## config.mk

```make
export PLATFORM = sky130hd
export DESIGN_NAME = membus_arbiter
export DESIGN_NICKNAME = d
export VERILOG_FILES = /design/src/rtl/membus_arbiter.sv
export SDC_FILE = /design/constraint.sdc
export NUM_CORES = 1
export LEC_CHECK = 0
export BUFFER_PORTS_ARGS = -buffer_cell sky130_fd_sc_hd__buf_2
export CAP_MARGIN = 20
export CORE_AREA = 2 2 108 110
export CTS_CLUSTER_SIZE = 30
export DETAILED_ROUTE_END_ITERATION = 16
export DIE_AREA = 0 0 110 112
export PLACE_DENSITY = 0.51
export SLEW_MARGIN = 0
export SYNTH_ARGS = -nofsm -noshare
export SYNTH_HDL_FRONTEND = slang
export SYNTH_SLANG_ARGS = --single-unit
```

## constraint.sdc

```tcl
create_clock -name clk -period 6 [get_ports clk]
set_input_delay 0.6 -clock clk [delete_from_list [all_inputs] [get_ports clk]]
set_output_delay 0.6 -clock clk [all_outputs]
set_load 0.02 [all_outputs]
```

## src/rtl/membus_arbiter.sv

```systemverilog
// membus_arbiter: round-robin ibus/dbus arbiter onto one MemBus with stall lock
// and an in-order tag FIFO that routes read responses back to their issuer.
module membus_arbiter #(
    parameter int MAX_OUTSTANDING = 4,
    parameter bit DBUS_FIRST      = 1'b1
) (
    input  logic        clk,
    input  logic        reset,
    input  logic        ibus_cmd_valid,
    output logic        ibus_cmd_ready,
    input  logic [31:0] ibus_cmd_payload_address,
    output logic        ibus_rsp_valid,
    input  logic        ibus_rsp_ready,
    output logic [31:0] ibus_rsp_payload_rdata,
    input  logic        dbus_cmd_valid,
    output logic        dbus_cmd_ready,
    input  logic [31:0] dbus_cmd_payload_address,
    input  logic        dbus_cmd_payload_write,
    input  logic [31:0] dbus_cmd_payload_wdata,
    input  logic [3:0]  dbus_cmd_payload_wmask,
    output logic        dbus_rsp_valid,
    input  logic        dbus_rsp_ready,
    output logic [31:0] dbus_rsp_payload_rdata,
    output logic        mem_cmd_valid,
    input  logic        mem_cmd_ready,
    output logic [31:0] mem_cmd_payload_address,
    output logic        mem_cmd_payload_write,
    output logic [31:0] mem_cmd_payload_wdata,
    output logic [3:0]  mem_cmd_payload_wmask,
    input  logic        mem_rsp_valid,
    output logic        mem_rsp_ready,
    input  logic [31:0] mem_rsp_payload_rdata
);
    localparam int PW = $clog2(MAX_OUTSTANDING);
    localparam logic [PW:0]   MAX_CNT = MAX_OUTSTANDING[PW:0];
    localparam logic [PW:0]   CNT_ONE = 1;
    localparam logic [PW-1:0] PTR_ONE = 1;

    logic          tag_q [MAX_OUTSTANDING];
    logic [PW-1:0] wr_ptr_q, wr_ptr_d, rd_ptr_q, rd_ptr_d;
    logic [PW:0]   count_q, count_d;
    logic          lock_q, lock_d, lock_id_q, lock_id_d, rr_q, rr_d;
    logic          not_full, empty, head, i_elig, d_elig, sel, gnt_v, hs, push, pop;

    // Fullness uses the registered count, so a same-cycle pop never unblocks a read
    assign not_full = count_q < MAX_CNT;
    assign empty    = count_q == '0;
    assign head     = tag_q[rd_ptr_q];
    assign i_elig   = ibus_cmd_valid && not_full;
    assign d_elig   = dbus_cmd_valid && (dbus_cmd_payload_write || not_full);

    always_comb begin
        sel   = lock_q ? lock_id_q : (i_elig && d_elig) ? rr_q : d_elig;
        gnt_v = sel ? d_elig : i_elig;
        hs    = gnt_v && mem_cmd_ready;
        push  = hs && !(sel && dbus_cmd_payload_write);
        pop   = mem_rsp_valid && mem_rsp_ready;
    end

    assign mem_cmd_valid           = gnt_v;
    assign mem_cmd_payload_address = sel ? dbus_cmd_payload_address : ibus_cmd_payload_address;
    assign mem_cmd_payload_write   = sel && dbus_cmd_payload_write;
    assign mem_cmd_payload_wdata   = sel ? dbus_cmd_payload_wdata : '0;
    assign mem_cmd_payload_wmask   = sel ? dbus_cmd_payload_wmask : '0;
    assign ibus_cmd_ready          = gnt_v && !sel && mem_cmd_ready;
    assign dbus_cmd_ready          = gnt_v && sel && mem_cmd_ready;

    assign mem_rsp_ready          = !empty && (head ? dbus_rsp_ready : ibus_rsp_ready);
    assign ibus_rsp_valid         = mem_rsp_valid && !empty && !head;
    assign dbus_rsp_valid         = mem_rsp_valid && !empty && head;
    assign ibus_rsp_payload_rdata = mem_rsp_payload_rdata;
    assign dbus_rsp_payload_rdata = mem_rsp_payload_rdata;

    always_comb begin
        lock_d    = hs ? 1'b0 : gnt_v ? 1'b1 : lock_q;
        lock_id_d = gnt_v ? sel : lock_id_q;
        rr_d      = hs ? !sel : rr_q;
        wr_ptr_d  = push ? wr_ptr_q + PTR_ONE : wr_ptr_q;
        rd_ptr_d  = pop ? rd_ptr_q + PTR_ONE : rd_ptr_q;
        count_d   = (push && !pop) ? count_q + CNT_ONE : (pop && !push) ? count_q - CNT_ONE : count_q;
    end

    always_ff @(posedge clk) begin
        if (reset) begin
            wr_ptr_q  <= '0;
            rd_ptr_q  <= '0;
            count_q   <= '0;
            lock_q    <= 1'b0;
            lock_id_q <= 1'b0;
            rr_q      <= DBUS_FIRST;
        end else begin
            wr_ptr_q  <= wr_ptr_d;
            rd_ptr_q  <= rd_ptr_d;
            count_q   <= count_d;
            lock_q    <= lock_d;
            lock_id_q <= lock_id_d;
            rr_q      <= rr_d;
        end
    end

    always_ff @(posedge clk) begin
        if (push) tag_q[wr_ptr_q] <= sel;
    end
endmodule

```

==> impl_metrics.env, run 1 <==
export IMPL_synthesis_area_um2=2039
export IMPL_slew_headroom_pct=61.25
export IMPL_ir_drop_v=0.0001359
export IMPL_instances_no_fill=493
export IMPL_grt_util_all_layers_pct=11.93
export IMPL_fp_dieH_um=112
export IMPL_yosys_warnings=0
export IMPL_clock_skew_ns=0.001647
export IMPL_ios=280
export IMPL_crit_chain="buf_2 -> or2b_4 -> nor2_2 -> o31ai_4 -> buf_8 -> buf_4 -> mux2_2 -> buf_2"
export IMPL_n_antenna_cell=0
export IMPL_syn_avg_cell_area_um2=8.716
export IMPL_htree_levels=1
export IMPL_io_buffers=183
export IMPL_p_total_uw=690.6
export IMPL_status="complete, no violations"
export IMPL_path_class="input pin to primary output"
export IMPL_wl_per_cell_um=15.70
export IMPL_dp_cells=488
export IMPL_netlist_instances=234
export IMPL_critPathArrivalTime_ns=2.49
export IMPL_final_common_cell="buf_2"
export IMPL_layout_common_cells="buf_2 (183), and2_1 (37), mux2_2 (29)"
export IMPL_finalSetupViolCount=0
export IMPL_final_nets=498
export IMPL_worstPathRequired_ns=5.40
export IMPL_vias=1963
export IMPL_synth_top_cell_area_share_pct=23.93
export IMPL_critPathCaptureType="primary output"
export IMPL_synth_cell_types=43
export IMPL_powerDensity_nw_per_um2=256.4
export IMPL_async_flop_share_pct=0
export IMPL_maxCapViolCount=0
export IMPL_cts_root_buf="clkbuf_16"
export IMPL_clk_pin_slew_ns=0.05
export IMPL_cts_setup_buffers=0
export IMPL_viasPerCell=3.982
export IMPL_dr_pass1_iters=4
export IMPL_antenna_found_initial=0
export IMPL_yosysSeqAreaShare_pct=17.67
export IMPL_setup_worst_path_start_class="input pin"
export IMPL_cts_tree="done"
export IMPL_syn_nets=381
export IMPL_clock_latency_ns=0.25
export IMPL_grt_pass1_wl_um=11120
export IMPL_wl_um=7741
export IMPL_overflow=0
export IMPL_reg2reg_slack_ns=3.49
export IMPL_slowest_delay_ns=0.40
export IMPL_grt_pass1_vias=1891
export IMPL_rsz0062_at_grt="false"
export IMPL_ant_nets=0
export IMPL_drt_iter0_drc=37
export IMPL_ys_ff_latch=16
export IMPL_drc=0
export IMPL_dominantRegCellSynth="dfxtp_1"
export IMPL_start_util_pct=18.25
export IMPL_holdBufCountCts=0
export IMPL_fmaxAchievable_mhz=323.5
export IMPL_yosysTopAreaCell="buf_4"
export IMPL_fin_crit_sh_pct=51.52
export IMPL_hold_start="rd_ptr_q[0]"
export IMPL_cts_resized_gates=0
export IMPL_holdPathEnd="rd_ptr_q[1]"
export IMPL_syn2layout_area_growth_pct=32.09
export IMPL_cpMaxStageDelayCell="buf_4"
export IMPL_crit_top_cell="buf_2"
export IMPL_critPathTopFamily="buffers and inverters"
export IMPL_worst_slew_pin_slew_ns=0.5739
export IMPL_numCtsBuffers=3
export IMPL_rr_endpoint="count_q[2]"
export IMPL_core_area_um2=11170
export IMPL_dieArea_um2=12320
export IMPL_drive_above_1_share_pct=63.71
export IMPL_ys_top_cells_by_area="buf_4 (24%), mux2_2 (16%), dfxtp_1 (12%), and2_1 (11%), edfxtp_1 (5.9%)"
export IMPL_setup_tns_ns=0
export IMPL_path_buf_inv=4
export IMPL_slew_violations=0
export IMPL_hold_viol=0
export IMPL_power_leakage_nw=1.394
export IMPL_cts_buffer_depth=2
export IMPL_path_max_fanout=38
export IMPL_synth_edf_count=4
export IMPL_min_period_ns=3.091
export IMPL_grt_max_degree=39
export IMPL_r2r_start="tag_q[3]"
export IMPL_worstRegToRegCells=9
export IMPL_gp_congestion=0.8289
export IMPL_fin_util_pct=24.11
export IMPL_hold_class="register to register"
export IMPL_clock_sinks=16
export IMPL_die_w_um=110
export IMPL_dp_hpwl_um=6862
export IMPL_whs_path_depth=2
export IMPL_rows=39
stage by stage:
step	area, um2	worst slack [ns]	hold WS [ns]
6_report	2694	2.909	0.5211
5_1_grt	2694	2.767	0.5421
4_1_cts	2679	2.300	0.5261
3_5_place_dp	2600	2.308	0.5190
3_3_place_gp	2600	2.416	0.5074
2_1_floorplan	2039	3.596	0.4837
worst register-to-register path: stages (launching register included):
cell,delay (ns)
edfxtp_1,0.35
mux4_2,0.55
mux2i_2,0.22
inv_1,0.10
ha_1,0.18
inv_1,0.06
fa_1,0.37
xor2_1,0.16
or3_1,0.31
a21oi_1,0.15
routing by layer:
layer / track usage, % / vias to the layer above / wire [um]
li1: - / 955 / -
met1: 15.03 / 880 / 3063
met2: 20.74 / 115 / 4080
met3: 2.108 / 13 / 519
met4: 2.954 / 0 / 78
met5: 0 / - / 0
synthesized netlist by cell type (all sizes together), types with 2 or more instances:
cell type,number
edfxtp,4
inv,7
nor3,2
ha,5
mux2i,3
dfxtp,12
nor2,10
o311ai,3
mux2,32
clkbuf,4
or3,2
and3,5
nand2,2
nand3,4
a21oi,7
xor2,2
buf,69
and2,37
nand2b,2
o21ai,4
area by class of cell:
type	count	area, um2
Clock buffer	3	75.07
Clock inverter	1	3.754
Fill cell	1226	8481
Inverter	7	26.28
Multi-Input combinational cell	138	1111
Sequential cell	16	360.3
Tap cell	143	178.9
Timing Repair Buffer	185	938.4
power by group:
group | switching, mW | leakage (nW) | total (mW) | internal, mW
logic | 0.231 | 1.22 | 0.408 | 0.177
registers | 0.0217 | 0.135 | 0.152 | 0.131
clock network | 0.0416 | 0.0385 | 0.130 | 0.0884
kinds of logic (layout without fill, tap and decap cells):
group	count (synthesis)	after routing	share of synthesized area (%)
adders and majority gates	6	6	4.049
DFF	16	16	17.67
muxes	36	36	20.43
xor gates and xnor gates	3	3	1.289
and+or+nand+nor	70	70	20.25
AOI/OAI and AO/OA	23	23	8.467
buffers and inverters	80	196	27.85
worst max path at each step:
stage | startpoint | to | slack [ns] | cells past startpoint
after floorplan | ibus_cmd_valid | mem_cmd_payload_address[21] | 3.60 | 5
after global placement | ibus_cmd_valid | mem_cmd_payload_address[30] | 2.42 | 7
after detailed placement | ibus_cmd_valid | mem_cmd_payload_address[3] | 2.31 | 7
after CTS | dbus_cmd_payload_write | mem_cmd_payload_address[3] | 2.30 | 7
after global routing | dbus_cmd_payload_write | mem_cmd_payload_address[3] | 2.77 | 8
final | ibus_cmd_valid | mem_cmd_payload_address[3] | 2.91 | 8
(Power assumes the default switching activity.)
==> run 2, diff against run 1 <==
--- a/config.mk
+++ b/config.mk
@@ -11,7 +11,7 @@
 export CTS_CLUSTER_SIZE = 30
 export DETAILED_ROUTE_END_ITERATION = 16
 export DIE_AREA = 0 0 110 112
-export PLACE_DENSITY = 0.51
+export PLACE_DENSITY = 0.53
 export SLEW_MARGIN = 0
 export SYNTH_ARGS = -nofsm -noshare
 export SYNTH_HDL_FRONTEND = slang
==> constraint.sdc (replaced) <==
create_clock -name clk -period 2.66 [get_ports clk]
set_input_delay 0.266 -clock clk [delete_from_list [all_inputs] [get_ports clk]]
set_output_delay 0.266 -clock clk [all_outputs]
set_load 0.02 [all_outputs]
==> run 2 against run 1 <==
Largest power group unchanged; die area is the same; clock-buffer cell count is the same; register-to-register slack lost 3.3 ns; core utilization is essentially flat; power grew 130%; setup slack lost 2.7 ns; critical path type is now register to register; sequential power grew 120%; critical path depth grew 1.
==> impl_metrics.env, run 2 (synthesis results as in run 1) <==
export IMPL_status="complete, no violations"
export IMPL_grt_pass1_vias=1926
export IMPL_r2r_start="tag_q[3]"
export IMPL_path_max_fanout=4
export IMPL_clock_sinks=16
export IMPL_startpoint="tag_q[3]"
export IMPL_cts_buffer_depth=2
export IMPL_critPathCaptureType="register"
export IMPL_setup_worst_path_start_class="register"
export IMPL_setup_tns_ns=0
export IMPL_rr_endpoint="count_q[2]"
export IMPL_grt_pass1_wl_um=10810
export IMPL_clk_pin_slew_ns=0.05
export IMPL_drc=0
export IMPL_slew_headroom_pct=62.37
export IMPL_layout_common_cells="buf_2 (183), and2_1 (37), mux2_2 (29)"
export IMPL_final_nets=498
export IMPL_path_class="register to register"
export IMPL_vias=1977
export IMPL_min_period_ns=2.457
export IMPL_hold_viol=0
export IMPL_htree_levels=1
export IMPL_rsz0062_at_grt="false"
export IMPL_fillers=1239
export IMPL_fmaxAchievable_mhz=406.9
export IMPL_core_area_um2=11170
export IMPL_cts_root_buf="clkbuf_16"
export IMPL_power_leakage_nw=1.396
export IMPL_start_util_pct=18.25
export IMPL_slew_violations=0
export IMPL_io_buffers=183
export IMPL_clock_skew_ns=0.002161
export IMPL_n_antenna_cell=0
export IMPL_cts_tree="done"
export IMPL_fin_crit_sh_pct=92.38
export IMPL_cts_resized_gates=0
export IMPL_crit_end="count_q[2]"
export IMPL_rows=39
export IMPL_viasPerCell=4.010
export IMPL_powerDensity_nw_per_um2=581.6
export IMPL_fp_dieH_um=112
export IMPL_antenna_found_initial=0
export IMPL_worst_slew_pin_slew_ns=0.5573
export IMPL_fin_util_pct=24.15
export IMPL_reg2reg_slack_ns=0.20
export IMPL_maxCapViolCount=0
export IMPL_dieArea_um2=12320
export IMPL_cts_setup_buffers=0
export IMPL_drive_above_1_share_pct=63.71
export IMPL_worstPathRequired_ns=2.84
export IMPL_holdBufCountCts=0
export IMPL_worstRegToRegCells=9
export IMPL_overflow=0
export IMPL_grt_max_degree=41
export IMPL_gp_congestion=0.8013
export IMPL_clock_latency_ns=0.24
export IMPL_die_w_um=110
export IMPL_wl_um=7614
export IMPL_hold_class="input pin to register"
export IMPL_ios=280
export IMPL_ir_drop_v=0.0002655
export IMPL_p_total_mw=1.570
export IMPL_finalSetupViolCount=0
export IMPL_numCtsBuffers=3
export IMPL_grt_util_all_layers_pct=11.54
export IMPL_critPathArrivalTime_ns=2.64
export IMPL_wl_per_cell_um=15.44
export IMPL_ant_nets=0
export IMPL_dp_hpwl_um=6771
export IMPL_syn2layout_area_growth_pct=32.33
export IMPL_dr_pass1_iters=4
export IMPL_holdWs_ns=0.3472
export IMPL_drt_iter0_drc=107
export IMPL_final_common_cell="buf_2"
-- run 2: cell counts in the layout (fill, tap and decap cells not counted) --
No cell type changed its count.
-- run 2: critical path, cell delays in order, from the launching register on --
cell and delay, ns:
edfxtp_1 0.35, mux4_2 0.54, mux2i_2 0.21, inv_1 0.09, ha_1 0.17, inv_1 0.06
fa_1 0.37, xor2_1 0.16, or3_1 0.30, a21oi_1 0.14
-- run 2: how the worst min path moves through the flow --
stage          slack (ns)   startpoint     endpoint  cells after the start
6_report             0.35        reset  rd_ptr_q[0]                      2
2_1_floorplan        0.44        reset       lock_q                      1
5_1_grt              0.36        reset  rd_ptr_q[0]                      2
3_3_place_gp         0.52  rd_ptr_q[0]  rd_ptr_q[1]                      2
3_5_place_dp         0.53  wr_ptr_q[1]  wr_ptr_q[1]                      2
4_1_cts              0.35        reset  rd_ptr_q[0]                      2
-- run 2: area by class of cell --
type                            instances  area (um2)  area share, %
Inverter                                7       26.28         0.9736
Tap cell                              143       178.9          6.630
Multi-Input combinational cell        138        1111          41.17
Clock inverter                          1       3.754         0.1391
Sequential cell                        16       360.3          13.35
Timing Repair Buffer                  185       943.4          34.96
Clock buffer                            3       75.07          2.782
-- run 2: power by group --
group	switching [mW]	leakage, nW	internal, mW
clock	0.0952	0.0385	0.199
sequential	0.0467	0.135	0.295
combinational	0.531	1.22	0.403
total	0.673	1.40	0.897
-- run 2: metal layers --
metal | track usage (%) | up-vias | wire length [um]
met5 | 0 | - | 0
met4 | 2.194 | 0 | 55
met3 | 2.166 | 10 | 540
met2 | 22.13 | 108 | 4310
met1 | 12.95 | 897 | 2708
li1 | - | 962 | -
-- run 2: per-stage QoR --
step / area [um2] / instances / setup WS [ns]
after floorplan: 2039 / 234 / 0.3126
after global placement: 2620 / 489 / 0.2400
after detailed placement: 2620 / 489 / 0.1989
after CTS: 2699 / 493 / 0.1837
after global routing: 2699 / 493 / 0.06409
final: 2699 / 493 / 0.2027
==> run 3, diff against run 2 <==
--- a/config.mk
+++ b/config.mk
@@ -5,13 +5,14 @@
 export SDC_FILE = /design/constraint.sdc
 export NUM_CORES = 1
 export LEC_CHECK = 0
-export BUFFER_PORTS_ARGS = -buffer_cell sky130_fd_sc_hd__buf_2
+export BUFFER_PORTS_ARGS = -buffer_cell sky130_fd_sc_hd__buf_4
 export CAP_MARGIN = 20
 export CORE_AREA = 2 2 108 110
 export CTS_CLUSTER_SIZE = 30
 export DETAILED_ROUTE_END_ITERATION = 16
 export DIE_AREA = 0 0 110 112
 export PLACE_DENSITY = 0.53
+export RECOVER_POWER = 100
 export SLEW_MARGIN = 0
 export SYNTH_ARGS = -nofsm -noshare
 export SYNTH_HDL_FRONTEND = slang
==> run 3 against run 2 <==
Worst hold slack got worse by 0.067 ns; clock power about the same; maximum frequency fell by 0.89%; core utilization rose by 2.7 points; power increased by 3.1%; via count up 0.10%; combinational power is 5.4% higher; clock-buffer cell count did not move; critical path type is now register to primary output.
==> impl_metrics.env, run 3 (synthesis results as in run 1) <==
export IMPL_status="complete, no violations"
export IMPL_wl_um=7928
export IMPL_hold_viol=0
export IMPL_slew_headroom_pct=62.50
export IMPL_clock_skew_ns=0.003323
export IMPL_finalSetupViolCount=0
export IMPL_crit_chain="or2b_4 -> nor2_2 -> o31ai_4 -> buf_4 -> mux2_1 -> buf_4"
export IMPL_final_common_cell="buf_4"
export IMPL_viasPerCell=4.006
export IMPL_fp_dieH_um=112
export IMPL_p_comb_share_pct=60.8
export IMPL_n_antenna_cell=0
export IMPL_pwr_share_seq_pct=21.2
export IMPL_antenna_found_initial=1
export IMPL_dieArea_um2=12320
export IMPL_cts_resized_gates=0
export IMPL_p_clk_share_pct=18.1
export IMPL_cts_buffer_depth=2
export IMPL_layout_common_cells="buf_4 (138), clkbuf_2 (26), mux2_2 (25)"
export IMPL_hold_class="input pin to register"
export IMPL_critPathArrivalTime_ns=2.21
export IMPL_final_nets=499
export IMPL_setup_tns_ns=0
export IMPL_rows=39
export IMPL_power_leakage_nw=1.415
export IMPL_crit_top_cell="buf_4"
export IMPL_io_buffers=183
export IMPL_dr_pass1_iters=4
export IMPL_worstPathRequired_ns=2.39
export IMPL_drt_iter0_drc=46
export IMPL_ir_drop_v=0.0003178
export IMPL_htree_levels=1
export IMPL_clock_sinks=16
export IMPL_core_area_um2=11170
export IMPL_maxCapViolCount=0
export IMPL_instances_no_fill=494
export IMPL_drc=0
export IMPL_holdBufCountCts=0
export IMPL_critPathTopFamily="buffers and inverters"
export IMPL_path_buf_inv=2
export IMPL_fin_crit_sh_pct=93.21
export IMPL_reg2reg_slack_ns=0.20
export IMPL_grt_pass1_vias=2014
export IMPL_setup_worst_path_start_class="register"
export IMPL_fmaxAchievable_mhz=403.3
export IMPL_slew_violations=0
export IMPL_grt_max_degree=37
export IMPL_wl_per_cell_um=16.05
export IMPL_intPower_uw=941.1
export IMPL_slowest_delay_ns=0.45
export IMPL_powerDensity_nw_per_um2=539.1
export IMPL_overflow=0
export IMPL_cpMaxStageDelayCell="dfxtp_1"
export IMPL_min_period_ns=2.479
export IMPL_cts_tree="done"
export IMPL_die_w_um=110
export IMPL_clock_latency_ns=0.24
export IMPL_syn2layout_area_growth_pct=47.24
export IMPL_dp_hpwl_um=7036
export IMPL_holdWs_ns=0.2805
export IMPL_grt_util_all_layers_pct=12.12
export IMPL_ant_nets=0
export IMPL_p_sw_uw=677.9
export IMPL_grt_pass1_wl_um=11360
export IMPL_cts_setup_buffers=0
export IMPL_dp_cells=490
export IMPL_rsz0062_at_grt="false"
export IMPL_worst_slew_pin_slew_ns=0.5555
export IMPL_ios=280
export IMPL_vias=1979
export IMPL_critPathCaptureType="primary output"
export IMPL_clk_pin_slew_ns=0.05
export IMPL_drive_above_1_share_pct=56.70
export IMPL_swShare_pct=41.87
export IMPL_path_class="register to primary output"
export IMPL_path_max_fanout=36
export IMPL_cts_root_buf="clkbuf_16"
export IMPL_gp_congestion=0.8192
export IMPL_numCtsBuffers=3
export IMPL_start_util_pct=18.25
run 3: stage by stage:
step	area (um2)	utilization [%]	setup WS (ns)	total power, mW
after floorplan	2039	-	0.3126	1.113
after global placement	3073	27.50	0.2427	1.427
after detailed placement	3073	27.50	0.1835	1.431
after CTS	3152	28.21	0.1714	1.734
after global routing	3003	26.87	0.02460	1.731
final	3003	26.87	0.1805	1.619
run 3: layout make-up:
class                   instances  area [um2]
flip-flops and latches         16       360.3
inverters                       7       26.28
clock buffers                   3       75.07
clock inverters                 1       3.754
multi-input cells             138        1107
well taps                     143       178.9
repair buffers                186        1251
fillers                      1235        8172
run 3: layer usage:
layer	vias up	part of all wire [%]	GRT usage [%]
li1	961	-	-
met1	895	34	12.96
met2	105	58	23.48
met3	16	7.1	2.810
met4	2	0.97	2.532
met5	-	0.088	0
run 3: power by group through the flow:
stage	clock network [mW]	registers, mW	logic [mW]
finish	0.293	0.342	0.984
global route	0.315	0.352	1.06
CTS	0.302	0.342	1.09
detailed placement	0	0.346	1.09
global placement	0	0.345	1.08
floorplan	0	0.331	0.782
run 3: worst paths after layout:
kind,cells past startpoint,from,to
worst max register to register,9,tag_q[3],count_q[2]
worst min register to register,2,rd_ptr_q[0],register
worst min-delay path,2,reset,lock_id_q
worst max-delay path,6,count_q[2],mem_cmd_payload_address[0]
